$ cat src/rtl/cmd_arbiter.sv
// Command arbiter: picks one of three requesters (manual, semi-auto, auto)
// according to the driving mode, holds the winner's command byte on the UART
// transmit path for HOLD_CYCLES, then sends idle bytes for GAP_CYCLES.
// At normal hold completion the winner is acked and the detector bits of the
// received byte are snapshotted.
module cmd_arbiter #(
  parameter int unsigned HOLD_CYCLES = 1000000,
  parameter int unsigned GAP_CYCLES  = 100000
) (
  input  logic       sys_clk,
  input  logic       rst,
  input  logic       power,
  input  logic [1:0] mode_sel,
  input  logic       man_req,
  input  logic       semi_req,
  input  logic       auto_req,
  input  logic [5:0] man_cmd,
  input  logic [5:0] semi_cmd,
  input  logic [5:0] auto_cmd,
  input  logic [7:0] rec,
  output logic [7:0] cmd_byte,
  output logic       man_ack,
  output logic       semi_ack,
  output logic       auto_ack,
  output logic       abort,
  output logic       busy,
  output logic [1:0] grant_id,
  output logic [3:0] det_q,
  output logic       det_valid
);

  typedef enum logic [1:0] {
    ST_OFF  = 2'b00,
    ST_IDLE = 2'b01,
    ST_HOLD = 2'b10,
    ST_GAP  = 2'b11
  } state_t;

  localparam logic [7:0]  IDLE_BYTE = 8'b1000_0000;
  localparam logic [19:0] HOLD_LOAD = 20'(HOLD_CYCLES - 32'd1);
  localparam logic [19:0] GAP_LOAD  = 20'(GAP_CYCLES - 32'd1);

  localparam logic [1:0] ID_NONE = 2'b00;
  localparam logic [1:0] ID_MAN  = 2'b01;
  localparam logic [1:0] ID_SEMI = 2'b10;
  localparam logic [1:0] ID_AUTO = 2'b11;

  // Whether requester `id` may hold the line in driving mode `mode`.
  // Mode 11 falls through like manual: only the manual requester qualifies.
  function automatic logic is_eligible(input logic [1:0] mode, input logic [1:0] id);
    logic ok;
    ok = 1'b0;
    case (id)
      ID_MAN:  ok = 1'b1;
      ID_SEMI: ok = (mode == 2'b01) || (mode == 2'b10);
      ID_AUTO: ok = (mode == 2'b10);
      default: ok = 1'b0;
    endcase
    return ok;
  endfunction

  state_t      state_q, state_d;
  logic [19:0] cnt_q, cnt_d;
  logic [5:0]  cmd_q, cmd_d;
  logic [7:0]  cmd_byte_q, cmd_byte_d;
  logic [1:0]  grant_q, grant_d;
  logic        busy_q, busy_d;
  logic        man_ack_q, man_ack_d;
  logic        semi_ack_q, semi_ack_d;
  logic        auto_ack_q, auto_ack_d;
  logic        abort_q, abort_d;
  logic [3:0]  det_snap_q, det_snap_d;
  logic        det_valid_q, det_valid_d;

  logic [1:0]  win_id;
  logic [5:0]  win_cmd;

  // Only the four detector bits of the received byte are used.
  logic        unused_rec_hi;
  assign unused_rec_hi = ^rec[7:4];

  // Fixed-priority pick among requests that are eligible in the current mode.
  always_comb begin
    win_id  = ID_NONE;
    win_cmd = 6'd0;
    if (man_req) begin
      win_id  = ID_MAN;
      win_cmd = man_cmd;
    end else if (semi_req && is_eligible(mode_sel, ID_SEMI)) begin
      win_id  = ID_SEMI;
      win_cmd = semi_cmd;
    end else if (auto_req && is_eligible(mode_sel, ID_AUTO)) begin
      win_id  = ID_AUTO;
      win_cmd = auto_cmd;
    end else begin
      win_id  = ID_NONE;
      win_cmd = 6'd0;
    end
  end

  // Next-state, counter, capture and output computation.
  always_comb begin
    state_d     = state_q;
    cnt_d       = cnt_q;
    cmd_d       = cmd_q;
    grant_d     = grant_q;
    man_ack_d   = 1'b0;
    semi_ack_d  = 1'b0;
    auto_ack_d  = 1'b0;
    abort_d     = 1'b0;
    det_snap_d  = det_snap_q;
    det_valid_d = 1'b0;

    case (state_q)
      ST_OFF: begin
        cnt_d   = 20'd0;
        grant_d = ID_NONE;
        if (power) begin
          state_d = ST_IDLE;
        end else begin
          state_d = ST_OFF;
        end
      end

      ST_IDLE: begin
        if (win_id != ID_NONE) begin
          state_d = ST_HOLD;
          grant_d = win_id;
          cmd_d   = win_cmd;
          cnt_d   = HOLD_LOAD;
        end else begin
          state_d = ST_IDLE;
          grant_d = ID_NONE;
        end
      end

      ST_HOLD: begin
        // A mode change that disqualifies the holder cuts the hold short,
        // even on what would have been its final cycle.
        if (!is_eligible(mode_sel, grant_q)) begin
          state_d = ST_GAP;
          abort_d = 1'b1;
          grant_d = ID_NONE;
          cnt_d   = GAP_LOAD;
        end else if (cnt_q == 20'd0) begin
          state_d     = ST_GAP;
          grant_d     = ID_NONE;
          cnt_d       = GAP_LOAD;
          det_snap_d  = rec[3:0];
          det_valid_d = 1'b1;
          case (grant_q)
            ID_MAN:  man_ack_d  = 1'b1;
            ID_SEMI: semi_ack_d = 1'b1;
            ID_AUTO: auto_ack_d = 1'b1;
            default: man_ack_d  = 1'b0;
          endcase
        end else begin
          cnt_d = cnt_q - 20'd1;
        end
      end

      ST_GAP: begin
        grant_d = ID_NONE;
        if (cnt_q == 20'd0) begin
          state_d = ST_IDLE;
        end else begin
          cnt_d = cnt_q - 20'd1;
        end
      end

      default: begin
        state_d = ST_OFF;
        cnt_d   = 20'd0;
        grant_d = ID_NONE;
      end
    endcase

    // Loss of power overrides everything, including a completing hold.
    if (!power) begin
      state_d     = ST_OFF;
      cnt_d       = 20'd0;
      cmd_d       = 6'd0;
      grant_d     = ID_NONE;
      man_ack_d   = 1'b0;
      semi_ack_d  = 1'b0;
      auto_ack_d  = 1'b0;
      abort_d     = 1'b0;
      det_snap_d  = det_snap_q;
      det_valid_d = 1'b0;
    end else begin
      state_d = state_d;
    end

    // Outputs are registered alongside the state they describe.
    if (state_d == ST_HOLD) begin
      cmd_byte_d = {2'b10, cmd_d};
    end else begin
      cmd_byte_d = IDLE_BYTE;
    end
    busy_d = (state_d == ST_HOLD) || (state_d == ST_GAP);
  end

  // State machine and output registers with asynchronous active-low reset.
  always_ff @(posedge sys_clk or negedge rst) begin
    if (!rst) begin
      state_q     <= ST_OFF;
      cnt_q       <= 20'd0;
      cmd_q       <= 6'd0;
      cmd_byte_q  <= IDLE_BYTE;
      grant_q     <= ID_NONE;
      busy_q      <= 1'b0;
      man_ack_q   <= 1'b0;
      semi_ack_q  <= 1'b0;
      auto_ack_q  <= 1'b0;
      abort_q     <= 1'b0;
      det_snap_q  <= 4'd0;
      det_valid_q <= 1'b0;
    end else begin
      state_q     <= state_d;
      cnt_q       <= cnt_d;
      cmd_q       <= cmd_d;
      cmd_byte_q  <= cmd_byte_d;
      grant_q     <= grant_d;
      busy_q      <= busy_d;
      man_ack_q   <= man_ack_d;
      semi_ack_q  <= semi_ack_d;
      auto_ack_q  <= auto_ack_d;
      abort_q     <= abort_d;
      det_snap_q  <= det_snap_d;
      det_valid_q <= det_valid_d;
    end
  end

  assign cmd_byte  = cmd_byte_q;
  assign grant_id  = grant_q;
  assign busy      = busy_q;
  assign man_ack   = man_ack_q;
  assign semi_ack  = semi_ack_q;
  assign auto_ack  = auto_ack_q;
  assign abort     = abort_q;
  assign det_q     = det_snap_q;
  assign det_valid = det_valid_q;

endmodule

$ cat config.mk
export PLATFORM = sky130hd
export DESIGN_NAME = cmd_arbiter
export DESIGN_NICKNAME = d
export VERILOG_FILES = /design/src/rtl/cmd_arbiter.sv
export SDC_FILE = /design/constraint.sdc
export NUM_CORES = 1
export LEC_CHECK = 0
export BUFFER_PORTS_ARGS = -buffer_cell sky130_fd_sc_hd__buf_2
export CAP_MARGIN = 20
export CORE_MARGIN = 1.5
export CORE_UTILIZATION = 55
export CTS_CLUSTER_DIAMETER = 200
export DETAILED_ROUTE_END_ITERATION = 16
export MAX_ROUTING_LAYER = met4
export PLACE_DENSITY = 0.8
export SLEW_MARGIN = 40
export SYNTH_ARGS = -nofsm -noshare
export SYNTH_HDL_FRONTEND = slang
export SYNTH_SLANG_ARGS = --single-unit
export TNS_END_PERCENT = 1
$ cat constraint.sdc
create_clock -name sys_clk -period 2.4 [get_ports sys_clk]
set_clock_uncertainty 0.05 [all_clocks]
set_input_delay 0.36 -clock sys_clk [delete_from_list [all_inputs] [get_ports sys_clk]]
set_output_delay 0.36 -clock sys_clk [all_outputs]
set_load 0.02 [all_outputs]
==> impl_metrics.csv, run 1 <==
group,metric,value,unit
outcome,run_status,"complete, no violations",
hold_path,hold_class,"input port to asynchronous set/reset pin",
yosys,muxShareOfSynthArea,0.0426,
yosys,post_synth_and_or_nand_nor_area_fraction,0.239,
yosys,synthXorXnorAreaFrac,0,
yosys,synthesis.area,2730,um2
drt,drt.antenna.violating_nets,0,
drt,avgViaCountPerCell,5.95,
timing,final-setup-viol-count,0,
final_layout,layout.area.seq,1150,um2
critical_path,setup.worst_path.end_class,"flip-flop",
yosys,synth-warning-count,0,
drt,route.final.wire_length,6.22,mm
critical_path,critPathBufInv,1,
power_and_ir_drop,worst_ir_drop_vdd,0.289,mV
die,die-area,5400,um2
timing,finalHoldViolations,0,
final_layout,n_antenna_cell,0,
grt,grt_antenna_before_repair,0,
final_layout,num-nets-final,372,
critical_path,cp.required,2.55,ns
die,top_level_ports,54,
grt,groute.usage.overall,0.258,
placement,portBuffers,47,
clock_network,clock-root-buffer,"sky130_fd_sc_hd__clkbuf_8",
timing,hold-worst-slack,0.0733,ns
yosys,synth-seq-cells,46,
die,floorplan.die.height,73.5,um
critical_path,slowest_delay,0.51,ns
timing,final_max_slew_viol_count,0,
timing,max_freq,426,MHz
yosys,synth_largest_area_cell,"sky130_fd_sc_hd__dfrtp_1",
yosys,syn_avg_cell_area,9.76,um2
drt,dr_total_vias,2398,
critical_path,critical_path_arrival,2.49,ns
die,num_rows,25,
critical_path,critical_path_peak_fanout,7,
final_layout,final_layout_size_suffix_gt1_frac,0.301,
grt,overflow_after_grt,0,
final_layout,final_util,0.669,
drt,count_of_tritonroute_iterations_in_the_first_routing_pass,4,
timing,rsz0062_at_grt,"true",
clock_network,insertion_delay,0.31,ns
yosys,post_synth_fa_ha_maj_area_fraction,0.0137,
placement,gp_routability_congestion,0.845,
grt,grt_start_max_net_pins,47,
grt,via_count_of_the_first_global_routing_pass,2267,
critical_path,crit_type,"flip-flop to flip-flop",
yosys,synthDominantCellAreaShare,0.421,
final_layout,final_cell_area,3180,um2
placement,place_area,3080,um2
critical_path,cp_cell_sequence,"inv_1 > ha_2 > or4b_4 > nor2_2 > nand3_1 > a31o_2 > a22o_1",
die,die_width,73.5,um
clock_network,clockBufferDepth,2,
yosys,synth_seq_area_share,0.421,
clock_network,cts.clk_slew.worst_paths,0.09,ns
die,initial_core_util,0.575,
timing,worst-slew-pin-transition,0.566,ns
power_and_ir_drop,power.density,617,nW/um2
critical_path,timing.critical_path.from_type,"flip-flop",
yosys,synth_compound_area_frac,0.221,
critical_path,critical-path-slowest-cell,"sky130_fd_sc_hd__or4b_4",
clock_network,clock_sink_count,46,
final_layout,multi_input_comb_area,1430,um2
yosys,synth-edff-count,0,
power_and_ir_drop,leakagePower,1.59,nW
yosys,synth.cells.most_frequent,"sky130_fd_sc_hd__dfrtp_1 (46), sky130_fd_sc_hd__nand2_1 (20), sky130_fd_sc_hd__nor2_1 (19)",
die,coreArea,4750,um2
clock_network,htreeDepth,2,
yosys,synth_fp_nets,317,
placement,dp_hpwl,4.60,mm
yosys,main_flop_type_after_synthesis,"sky130_fd_sc_hd__dfrtp_1",
yosys,synth_top_family_by_area,"simple AND/OR/NAND/NOR gates",
grt,grt_first_pass_wirelength,10.5,mm
yosys,synth_cell_type_count,59,
yosys,synth-async-reset-ratio,1.00,
timing,final.period_utilization,0.977,
clock_network,tritoncts.num_buffers,5,
drt,routed_wire_length_per_instance,15.4,um
drt,drt_iter0_drc,186,
clock_network,cts_tree,"yes",
drt,drc,0,
critical_path,critical-path-top-delay-family,"simple AND/OR/NAND/NOR gates",
job,max_cap_violations,0,
final_layout,area_growth,16.5,%
yosys,synth.area.top_cells,"sky130_fd_sc_hd__dfrtp_1 (42%), sky130_fd_sc_hd__o21ai_0 (3.3%), sky130_fd_sc_hd__a22o_1 (2.9%), sky130_fd_sc_hd__nand2_1 (2.7%), sky130_fd_sc_hd__nor2_1 (2.6%)",
timing,period_minus_slack,2.34,ns
timing,slew_headroom,0.622,
yosys,count_leader_synth,"sky130_fd_sc_hd__dfrtp_1",
final_layout,fill_cells,410,
yosys,synth_cells,280,
-- per-stage QoR --
step                      cells  setup WS, ns  setup TNS [ns]  power [mW]
final                       403        0.0550               0        1.97
after global routing        403       -0.0633          -0.235        2.08
after CTS                   403        0.0698               0        1.97
after detailed placement    395         0.103               0        1.47
after global placement      395         0.140               0        1.46
after floorplan             280         0.232               0        1.30
-- metal layers --
layer	vias to the layer above	routed length, um	GRT usage
li1	1156	-	-
met1	1162	2730	0.325
met2	72	3080	0.419
met3	8	316	0.0480
met4	0	87	0.0823
met5	-	0	-
-- placed cells by master, fill, tap and decap left out, types with 3 or more instances in the layout --
master and instances:
sky130_fd_sc_hd__buf_2 47, sky130_fd_sc_hd__dfrtp_1 46, sky130_fd_sc_hd__nand2_1 20, sky130_fd_sc_hd__nor2_1 19
sky130_fd_sc_hd__buf_4 19, sky130_fd_sc_hd__o21ai_0 18, sky130_fd_sc_hd__inv_1 13, sky130_fd_sc_hd__nor2b_1 9
sky130_fd_sc_hd__a22o_1 9, sky130_fd_sc_hd__a31oi_1 8, sky130_fd_sc_hd__nor3_1 8, sky130_fd_sc_hd__nor3b_1 7
sky130_fd_sc_hd__and3b_1 6, sky130_fd_sc_hd__mux2i_1 6, sky130_fd_sc_hd__o22ai_1 6, sky130_fd_sc_hd__and2_1 5
sky130_fd_sc_hd__and3_1 5, sky130_fd_sc_hd__mux2_2 5, sky130_fd_sc_hd__clkbuf_8 5, sky130_fd_sc_hd__or3_1 4
sky130_fd_sc_hd__nand4_1 4, sky130_fd_sc_hd__a21oi_1 4, sky130_fd_sc_hd__nor3_2 3, sky130_fd_sc_hd__o41ai_1 3
sky130_fd_sc_hd__a31o_2 3, sky130_fd_sc_hd__o2111ai_1 3, sky130_fd_sc_hd__o221ai_1 3, sky130_fd_sc_hd__nand3_1 3
-- kinds of logic (layout without fill, tap and decap cells) --
family / after synthesis / after routing
buffers and inverters: 31 / 87
and+or+nand+nor: 107 / 107
AOI/OAI and AO/OA: 80 / 80
other: 2 / 2
adders and majority gates: 3 / 3
muxes: 11 / 11
DFF: 46 / 46
-- what timing repair did --
action                     4_1_cts  5_1_grt
setup buffers                    0        0
resized for setup                0        2
hold buffers                     0        0
setup endpoints to repair        0        7
-- power breakdown --
group / internal, mW / switching [mW] / leakage (nW)
sequential: 0.821 / 0.0544 / 0.627
combinational: 0.245 / 0.351 / 0.915
clock: 0.210 / 0.283 / 0.0447
total: 1.28 / 0.689 / 1.59
-- final timing paths --
| path | depth (start not counted) | from | to | slack, ns |
|---|---|---|---|---|
| hold reg to reg | 1 | det_q[0]$_DFFE_PN0P_ | det_q[0]$_DFFE_PN0P_ | 0.46 |
| setup / recovery | 7 | cnt_q[0]$_DFFE_PN0P_ | cnt_q[5]$_DFFE_PN0P_ | 0.06 |
| setup reg to reg | 7 | cnt_q[0]$_DFFE_PN0P_ | cnt_q[5]$_DFFE_PN0P_ | 0.06 |
| hold / removal | 2 | rst | det_q[1]$_DFFE_PN0P_ | 0.07 |
| max in group asynchronous | 2 | rst | cnt_q[16]$_DFFE_PN0P_ | 1.84 |
| min in group sys_clk | 2 | rec[1] | det_q[1]$_DFFE_PN0P_ | 0.23 |
-- flip-flops by register name (all words and copies together), names as in the netlist --
name,flops
abort,1
grant_id,2
cnt_q,20
cmd_byte,6
det_valid,1
det_q,4
state_q,2
auto_ack,1
busy,1
cmd_q,6
man_ack,1
semi_ack,1
-- final cells by class --
cell class                 instances  area share
clock inverter                     3     0.00786
timing repair buffer              66       0.119
clock buffer                       5      0.0216
inverter                          13      0.0153
multi-input combinational        203       0.449
tap                               67      0.0263
sequential                        46       0.362
-- worst reg2reg max path: stages (launching register included) --
cell and delay (ns):
sky130_fd_sc_hd__dfrtp_1 0.42, sky130_fd_sc_hd__inv_1 0.12, sky130_fd_sc_hd__ha_2 0.22, sky130_fd_sc_hd__or4b_4 0.51
sky130_fd_sc_hd__nor2_2 0.17, sky130_fd_sc_hd__nand3_1 0.26, sky130_fd_sc_hd__a31o_2 0.32, sky130_fd_sc_hd__a22o_1 0.17
(Power assumes the default switching activity.)
==> inputs of run 2 (changes only) <==
--- a/config.mk
+++ b/config.mk
@@ -5,14 +5,14 @@
 export SDC_FILE = /design/constraint.sdc
 export NUM_CORES = 1
 export LEC_CHECK = 0
-export BUFFER_PORTS_ARGS = -buffer_cell sky130_fd_sc_hd__buf_2
 export CAP_MARGIN = 20
 export CORE_MARGIN = 1.5
-export CORE_UTILIZATION = 55
+export CORE_UTILIZATION = 63
 export CTS_CLUSTER_DIAMETER = 200
 export DETAILED_ROUTE_END_ITERATION = 16
+export DONT_BUFFER_PORTS = 1
 export MAX_ROUTING_LAYER = met4
-export PLACE_DENSITY = 0.8
+export PLACE_DENSITY = 0.79
 export SLEW_MARGIN = 40
 export SYNTH_ARGS = -nofsm -noshare
 export SYNTH_HDL_FRONTEND = slang
==> run 2 against run 1 <==
Maximum frequency down 0.52%. Final cell count shrank 15%. Sequential share of layout area increased by 2.4 points. Register-to-register slack about the same. Die area is 12% lower. Largest cell class unchanged. Largest power group unchanged.
==> impl_metrics.csv, run 2 (synthesized netlist as in run 1, its figures left out) <==
group,metric,value,unit
final_layout,final_layout_size_suffix_gt1_frac,0.196,
critical_path,crit_type,"flip-flop to flip-flop",
final_layout,fin_cells,341,
critical_path,timing.critical_path.from_type,"flip-flop",
final_layout,final_common_cell,"sky130_fd_sc_hd__dfrtp_1",
final_layout,final_util,0.730,
final_layout,fill_cells,311,
power_and_ir_drop,worst_ir_drop_vdd,0.329,mV
grt,groute.usage.overall,0.293,
placement,portBuffers,0,
critical_path,regToRegStartpoint,"cnt_q[0]$_DFFE_PN0P_",
power_and_ir_drop,leakagePower,1.39,nW
timing,worst-slew-pin-transition,0.772,ns
grt,overflow_after_grt,0,
critical_path,cp_cell_sequence,"inv_2 > ha_4 > or4b_4 > nor4b_4 > a22oi_2 > buf_6 > mux2_2 > o311a_1",
die,die-area,4740,um2
power_and_ir_drop,fin_total_pwr,1.96,mW
critical_path,timing.critical_path.from,"cnt_q[0]$_DFFE_PN0P_",
die,top_level_ports,54,
clock_network,cts_tree,"yes",
critical_path,setup.worst_path.end_class,"flip-flop",
final_layout,multi_input_comb_area,1440,um2
hold_path,worstHoldStart,"power",
timing,rsz0062_at_grt,"true",
final_layout,layout.cells.most_common_list,"sky130_fd_sc_hd__dfrtp_1 (46), sky130_fd_sc_hd__nand2_1 (20), sky130_fd_sc_hd__nor2_1 (19)",
timing,slew_headroom,0.485,
drt,drt_iter0_drc,271,
final_layout,largest_register_ffs,20,
drt,avgViaCountPerCell,6.67,
die,num_rows,23,
clock_network,insertion_delay,0.31,ns
placement,gp_routability_congestion,0.882,
placement,pre_cts_slack,0.0426,ns
grt,grt_start_max_net_pins,47,
final_layout,area_growth,9.11,%
timing,final_max_slew_viol_count,0,
grt,grt_antenna_before_repair,0,
grt,via_count_of_the_first_global_routing_pass,2062,
timing,final.period_utilization,0.982,
critical_path,cp.required,2.54,ns
grt,grt_first_pass_wirelength,9.96,mm
placement,dp.cells,329,
job,max_cap_violations,0,
die,floorplan.die.height,68.9,um
drt,drc,0,
die,coreArea,4090,um2
final_layout,max_flop_register,"cnt_q",
timing,final-setup-viol-count,0,
outcome,run_status,"complete, no violations",
final_layout,n_antenna_cell,0,
clock_network,clock_sink_count,46,
timing,max_freq,424,MHz
final_layout,layout.area.seq,1150,um2
critical_path,critical_path_peak_fanout,6,
die,initial_core_util,0.669,
clock_network,tritoncts.num_buffers,5,
power_and_ir_drop,power.density,656,nW/um2
drt,route.final.wire_length,6.19,mm
die,die_width,68.9,um
timing,worst_path_setup_slack_after_routing,0.0428,ns
drt,dr_total_vias,2276,
clock_network,clockBufferDepth,2,
timing,finalHoldViolations,0,
placement,dp_hpwl,4.34,mm
hold_path,hold_class,"input port to flip-flop",
clock_network,cts.clk_slew.worst_paths,0.09,ns
drt,routed_wire_length_per_instance,18.1,um
critical_path,critical-path-slowest-cell,"sky130_fd_sc_hd__or4b_4",
critical_path,critical-path-top-delay-family,"simple AND/OR/NAND/NOR gates",
timing,hold-worst-slack,0.139,ns
clock_network,clock-root-buffer,"sky130_fd_sc_hd__clkbuf_8",
critical_path,critical_path_arrival,2.50,ns
clock_network,htreeDepth,2,
timing,period_minus_slack,2.36,ns
critical_path,critPathBufInv,2,
drt,drt.antenna.violating_nets,0,
critical_path,slowest_delay,0.50,ns
final_layout,num-nets-final,327,
drt,count_of_tritonroute_iterations_in_the_first_routing_pass,4,
==> run 2: cell count changes in the layout (fill, tap and decap cells not counted) <==
| cell | before | now |
|---|---|---|
| sky130_fd_sc_hd__ha_2 | 1 | 0 |
| sky130_fd_sc_hd__buf_6 | 0 | 1 |
| sky130_fd_sc_hd__buf_16 | 0 | 1 |
| sky130_fd_sc_hd__dlygate4sd3_1 | 0 | 1 |
| sky130_fd_sc_hd__ha_4 | 0 | 1 |
| sky130_fd_sc_hd__inv_2 | 0 | 2 |
| sky130_fd_sc_hd__buf_2 | 47 | 0 |
| sky130_fd_sc_hd__clkdlybuf4s15_2 | 0 | 1 |
| sky130_fd_sc_hd__buf_4 | 19 | 17 |
| sky130_fd_sc_hd__inv_1 | 13 | 11 |
==> run 2: cell type report <==
| type | count | share of cell area |
|---|---|---|
| Sequential cell | 46 | 0.386 |
| Inverter | 13 | 0.0164 |
| Tap cell | 50 | 0.0210 |
| Clock buffer | 5 | 0.0231 |
| Clock inverter | 3 | 0.00839 |
| Multi-Input combinational cell | 203 | 0.482 |
| Timing Repair Buffer | 21 | 0.0629 |
==> run 2: final timing paths <==
path	to	slack (ns)	cells past startpoint
max in group asynchronous	cmd_byte[2]$_DFF_PN0_	1.56	2
min	grant_id[0]$_DFFE_PN0P_	0.14	1
max reg2reg	cnt_q[15]$_DFFE_PN0P_	0.04	8
min reg2reg	cnt_q[16]$_DFFE_PN0P_	0.49	1
max	cnt_q[15]$_DFFE_PN0P_	0.04	8
min in group asynchronous	cnt_q[4]$_DFFE_PN0P_	0.54	2
==> run 2: what timing repair did <==
| action | CTS | global route |
|---|---|---|
| hold buffers | 2 | 0 |
| resized for setup | 0 | 6 |
| endpoints found under the hold margin | 46 | 0 |
| setup endpoints to repair | 0 | 14 |
| setup buffers | 0 | 1 |
==> run 2: worst register-to-register path: cells and delay by family (launching register included) <==
family,cells,cell delay [ns]
and+or+nand+nor,2,0.83
AOI/OAI and AO/OA,2,0.24
muxes,1,0.26
DFF,1,0.43
buffers and inverters,2,0.28
adders and majority gates,1,0.15
==> run 2: per-stage QoR <==
stage          TNS, ns  instance area [um2]
3_3_place_gp         0                 2810
2_1_floorplan        0                 2730
6_report             0                 2980
3_5_place_dp         0                 2810
4_1_cts              0                 2940
5_1_grt        -0.0191                 2980
==> run 2: routing by layer <==
| layer | up-vias | share of wire | GRT usage |
|---|---|---|---|
| li1 | 1066 | - | - |
| met1 | 1124 | 0.46 | 0.391 |
| met2 | 76 | 0.47 | 0.447 |
| met3 | 10 | 0.059 | 0.0666 |
| met4 | 0 | 0.012 | 0.0907 |
| met5 | - | 0 | - |
==> run 2: power by group <==
group          total [mW]  internal [mW]  switching (mW)
clock               0.498          0.210           0.288
combinational       0.575          0.236           0.339
sequential          0.884          0.821          0.0629
==> inputs of run 3 (changes only) <==
--- a/config.mk
+++ b/config.mk
@@ -6,7 +6,7 @@
 export NUM_CORES = 1
 export LEC_CHECK = 0
 export CAP_MARGIN = 20
-export CORE_MARGIN = 1.5
+export CORE_MARGIN = 8
 export CORE_UTILIZATION = 63
 export CTS_CLUSTER_DIAMETER = 200
 export DETAILED_ROUTE_END_ITERATION = 16
==> run 3 against run 2 <==
Die area up 41%. Worst hold slack got worse by 0.0054 ns. Combinational power is 1% lower. Critical endpoint unchanged. Global-route usage fell by 8.2 points. First-iteration DRC count fell by 20%. Maximum frequency rose by 0.68%. Power decreased by 0.45%.
==> impl_metrics.csv, run 3 (synthesized netlist as in run 1, its figures left out) <==
group,metric,value,unit
drt,drc,0,
grt,grt_first_pass_wirelength,10.6,mm
die,initial_core_util,0.641,
clock_network,insertion_delay,0.31,ns
final_layout,final_common_cell,"sky130_fd_sc_hd__dfrtp_1",
die,top_level_ports,54,
hold_path,count_of_cells_along_the_worst_hold_path,1,
final_layout,max_flop_register,"cnt_q",
power_and_ir_drop,worst_ir_drop_vdd,0.389,mV
critical_path,regToRegStartpoint,"cnt_q[1]$_DFFE_PN0P_",
final_layout,fin_cells,342,
clock_network,cts.clk_slew.worst_paths,0.10,ns
timing,final-setup-viol-count,0,
drt,avgViaCountPerCell,6.65,
final_layout,num-nets-final,326,
critical_path,setup.worst_path.end_class,"flip-flop",
die,num_rows,24,
placement,dp_hpwl,4.66,mm
critical_path,critical_path_peak_fanout,13,
final_layout,n_antenna_cell,0,
drt,count_of_tritonroute_iterations_in_the_first_routing_pass,4,
hold_path,timing.hold.worst_endpoint,"cmd_q[1]$_DFF_PN0_",
drt,dr_total_vias,2275,
timing,totalNegativeSetupSlack,0,ns
final_layout,area_growth,8.29,%
placement,place_area,2820,um2
job,max_cap_violations,0,
power_and_ir_drop,power.density,658,nW/um2
critical_path,crit_type,"flip-flop to flip-flop",
drt,drt.antenna.violating_nets,0,
critical_path,reg2reg_to,"cnt_q[15]$_DFFE_PN0P_",
hold_path,worstHoldStart,"power",
final_layout,layout.cells.most_common_list,"sky130_fd_sc_hd__dfrtp_1 (46), sky130_fd_sc_hd__nand2_1 (20), sky130_fd_sc_hd__nor2_1 (19)",
grt,grt_start_max_net_pins,47,
die,die-area,6700,um2
timing,slew_headroom,0.610,
critical_path,cp.required,2.55,ns
critical_path,critical-path-slowest-cell,"sky130_fd_sc_hd__or4b_4",
grt,grt_antenna_before_repair,0,
critical_path,timing.critical_path.from_type,"flip-flop",
final_layout,final_cell_area,2960,um2
drt,route.final.wire_length,6.47,mm
grt,via_count_of_the_first_global_routing_pass,2233,
timing,final_max_slew_viol_count,0,
timing,final.period_utilization,0.976,
die,coreArea,4260,um2
clock_network,clock_sink_count,46,
power_and_ir_drop,comb_power_share,0.292,
critical_path,slowest_delay,0.51,ns
power_and_ir_drop,p_int,1.26,mW
outcome,run_status,"complete, no violations",
power_and_ir_drop,total_switching_power,684,uW
die,die_width,81.9,um
clock_network,tritoncts.num_buffers,5,
power_and_ir_drop,swShare,0.351,
power_and_ir_drop,pwr-share-seq,0.454,
clock_network,clockBufferDepth,2,
grt,groute.usage.overall,0.211,
drt,drt_iter0_drc,216,
drt,routed_wire_length_per_instance,18.9,um
final_layout,largest_register_ffs,20,
timing,rsz0062_at_grt,"true",
clock_network,clock-root-buffer,"sky130_fd_sc_hd__clkbuf_8",
clock_network,cts_tree,"yes",
timing,finalHoldViolations,0,
placement,dp.cells,332,
placement,gp_routability_congestion,0.923,
timing,max_freq,427,MHz
die,floorplan.die.height,81.9,um
critical_path,r2r_cells,8,
critical_path,critical_path_arrival,2.49,ns
clock_network,cts_setup_buffers,0,
timing,period_minus_slack,2.34,ns
final_layout,final_layout_size_suffix_gt1_frac,0.190,
critical_path,cp_cell_sequence,"inv_1 > ha_2 > or4b_4 > nor4b_4 > a22oi_1 > buf_4 > mux2_2 > o311a_1",
clock_network,htreeDepth,2,
timing,worst-slew-pin-transition,0.585,ns
power_and_ir_drop,share_clk_of_total_power,0.254,
placement,portBuffers,0,
grt,overflow_after_grt,0,
hold_path,hold_class,"input port to flip-flop",
critical_path,r2r_setup_slack,0.06,ns
power_and_ir_drop,leakagePower,1.39,nW
==> run 3: cell count changes in the layout (fill, tap and decap cells not counted) <==
cell	before	now
sky130_fd_sc_hd__a22oi_2	1	0
sky130_fd_sc_hd__nand3_2	0	1
sky130_fd_sc_hd__a22oi_1	0	1
sky130_fd_sc_hd__clkdlybuf4s15_2	1	0
sky130_fd_sc_hd__buf_6	1	0
sky130_fd_sc_hd__inv_2	2	1
sky130_fd_sc_hd__inv_1	11	12
sky130_fd_sc_hd__ha_4	1	0
sky130_fd_sc_hd__nand3_1	3	2
sky130_fd_sc_hd__buf_4	17	18
sky130_fd_sc_hd__ha_2	0	1
==> run 3: per-layer routing <==
metal,GRT usage,vias up,part of all wire,routed length [um]
li1,-,1072,-,-
met1,0.247,1110,0.41,2680
met2,0.346,81,0.50,3220
met3,0.0405,12,0.071,458
met4,0.0895,0,0.017,110
met5,-,-,0,0
==> run 3: repair_timing <==
action	CTS	global route
gates resized for setup	0	3
endpoints found under the hold margin	46	0
hold buffers	2	0
endpoints found under the setup margin	0	22
==> run 3: final cells by class <==
cell class | count | area [um2]
well taps | 52 | 65.1
fillers | 336 | 1310
flip-flops and latches | 46 | 1150
multi-input cells | 203 | 1430
repair buffers | 20 | 173
clock buffers | 5 | 68.8
clock inverters | 3 | 25.0
inverters | 13 | 48.8
==> run 3: how the worst max path moves through the flow <==
| stage | endpoint | start | cells past startpoint |
|---|---|---|---|
| 3_3_place_gp | cnt_q[12]$_DFFE_PN0P_ | mode_sel[0] | 7 |
| 5_1_grt | cnt_q[15]$_DFFE_PN0P_ | cnt_q[0]$_DFFE_PN0P_ | 8 |
| 6_report | cnt_q[15]$_DFFE_PN0P_ | cnt_q[1]$_DFFE_PN0P_ | 8 |
| 2_1_floorplan | cnt_q[15]$_DFFE_PN0P_ | mode_sel[0] | 7 |
| 4_1_cts | cnt_q[15]$_DFFE_PN0P_ | cnt_q[0]$_DFFE_PN0P_ | 8 |
| 3_5_place_dp | cnt_q[15]$_DFFE_PN0P_ | cnt_q[0]$_DFFE_PN0P_ | 8 |
==> run 3: power by group through the flow <==
stage	sequential (mW)	combinational (mW)	clock (mW)
after floorplan	0.880	0.424	0
after global placement	0.896	0.516	0
after detailed placement	0.899	0.532	0
after CTS	0.883	0.558	0.500
after global routing	0.892	0.627	0.528
final	0.884	0.569	0.496
==> run 3: through the flow <==
step           hold WS [ns]  setup WS, ns   util  power (mW)
2_1_floorplan        0.0144         0.232      -        1.30
3_3_place_gp         0.0155         0.101  0.661        1.41
3_5_place_dp         0.0153        0.0415  0.661        1.43
4_1_cts               0.128        0.0265  0.692        1.94
5_1_grt               0.124       -0.0620  0.694        2.05
6_report              0.134        0.0587  0.694        1.95
==> run 3: critical path, delay by kind of cell, from the launching register on <==
kind                       cells  cell delay (ns)
and+or+nand+nor                2             0.76
buffers and inverters          2             0.33
adders and majority gates      1             0.22
DFF                            1             0.40
AOI/OAI and AO/OA              2             0.20
muxes                          1             0.28
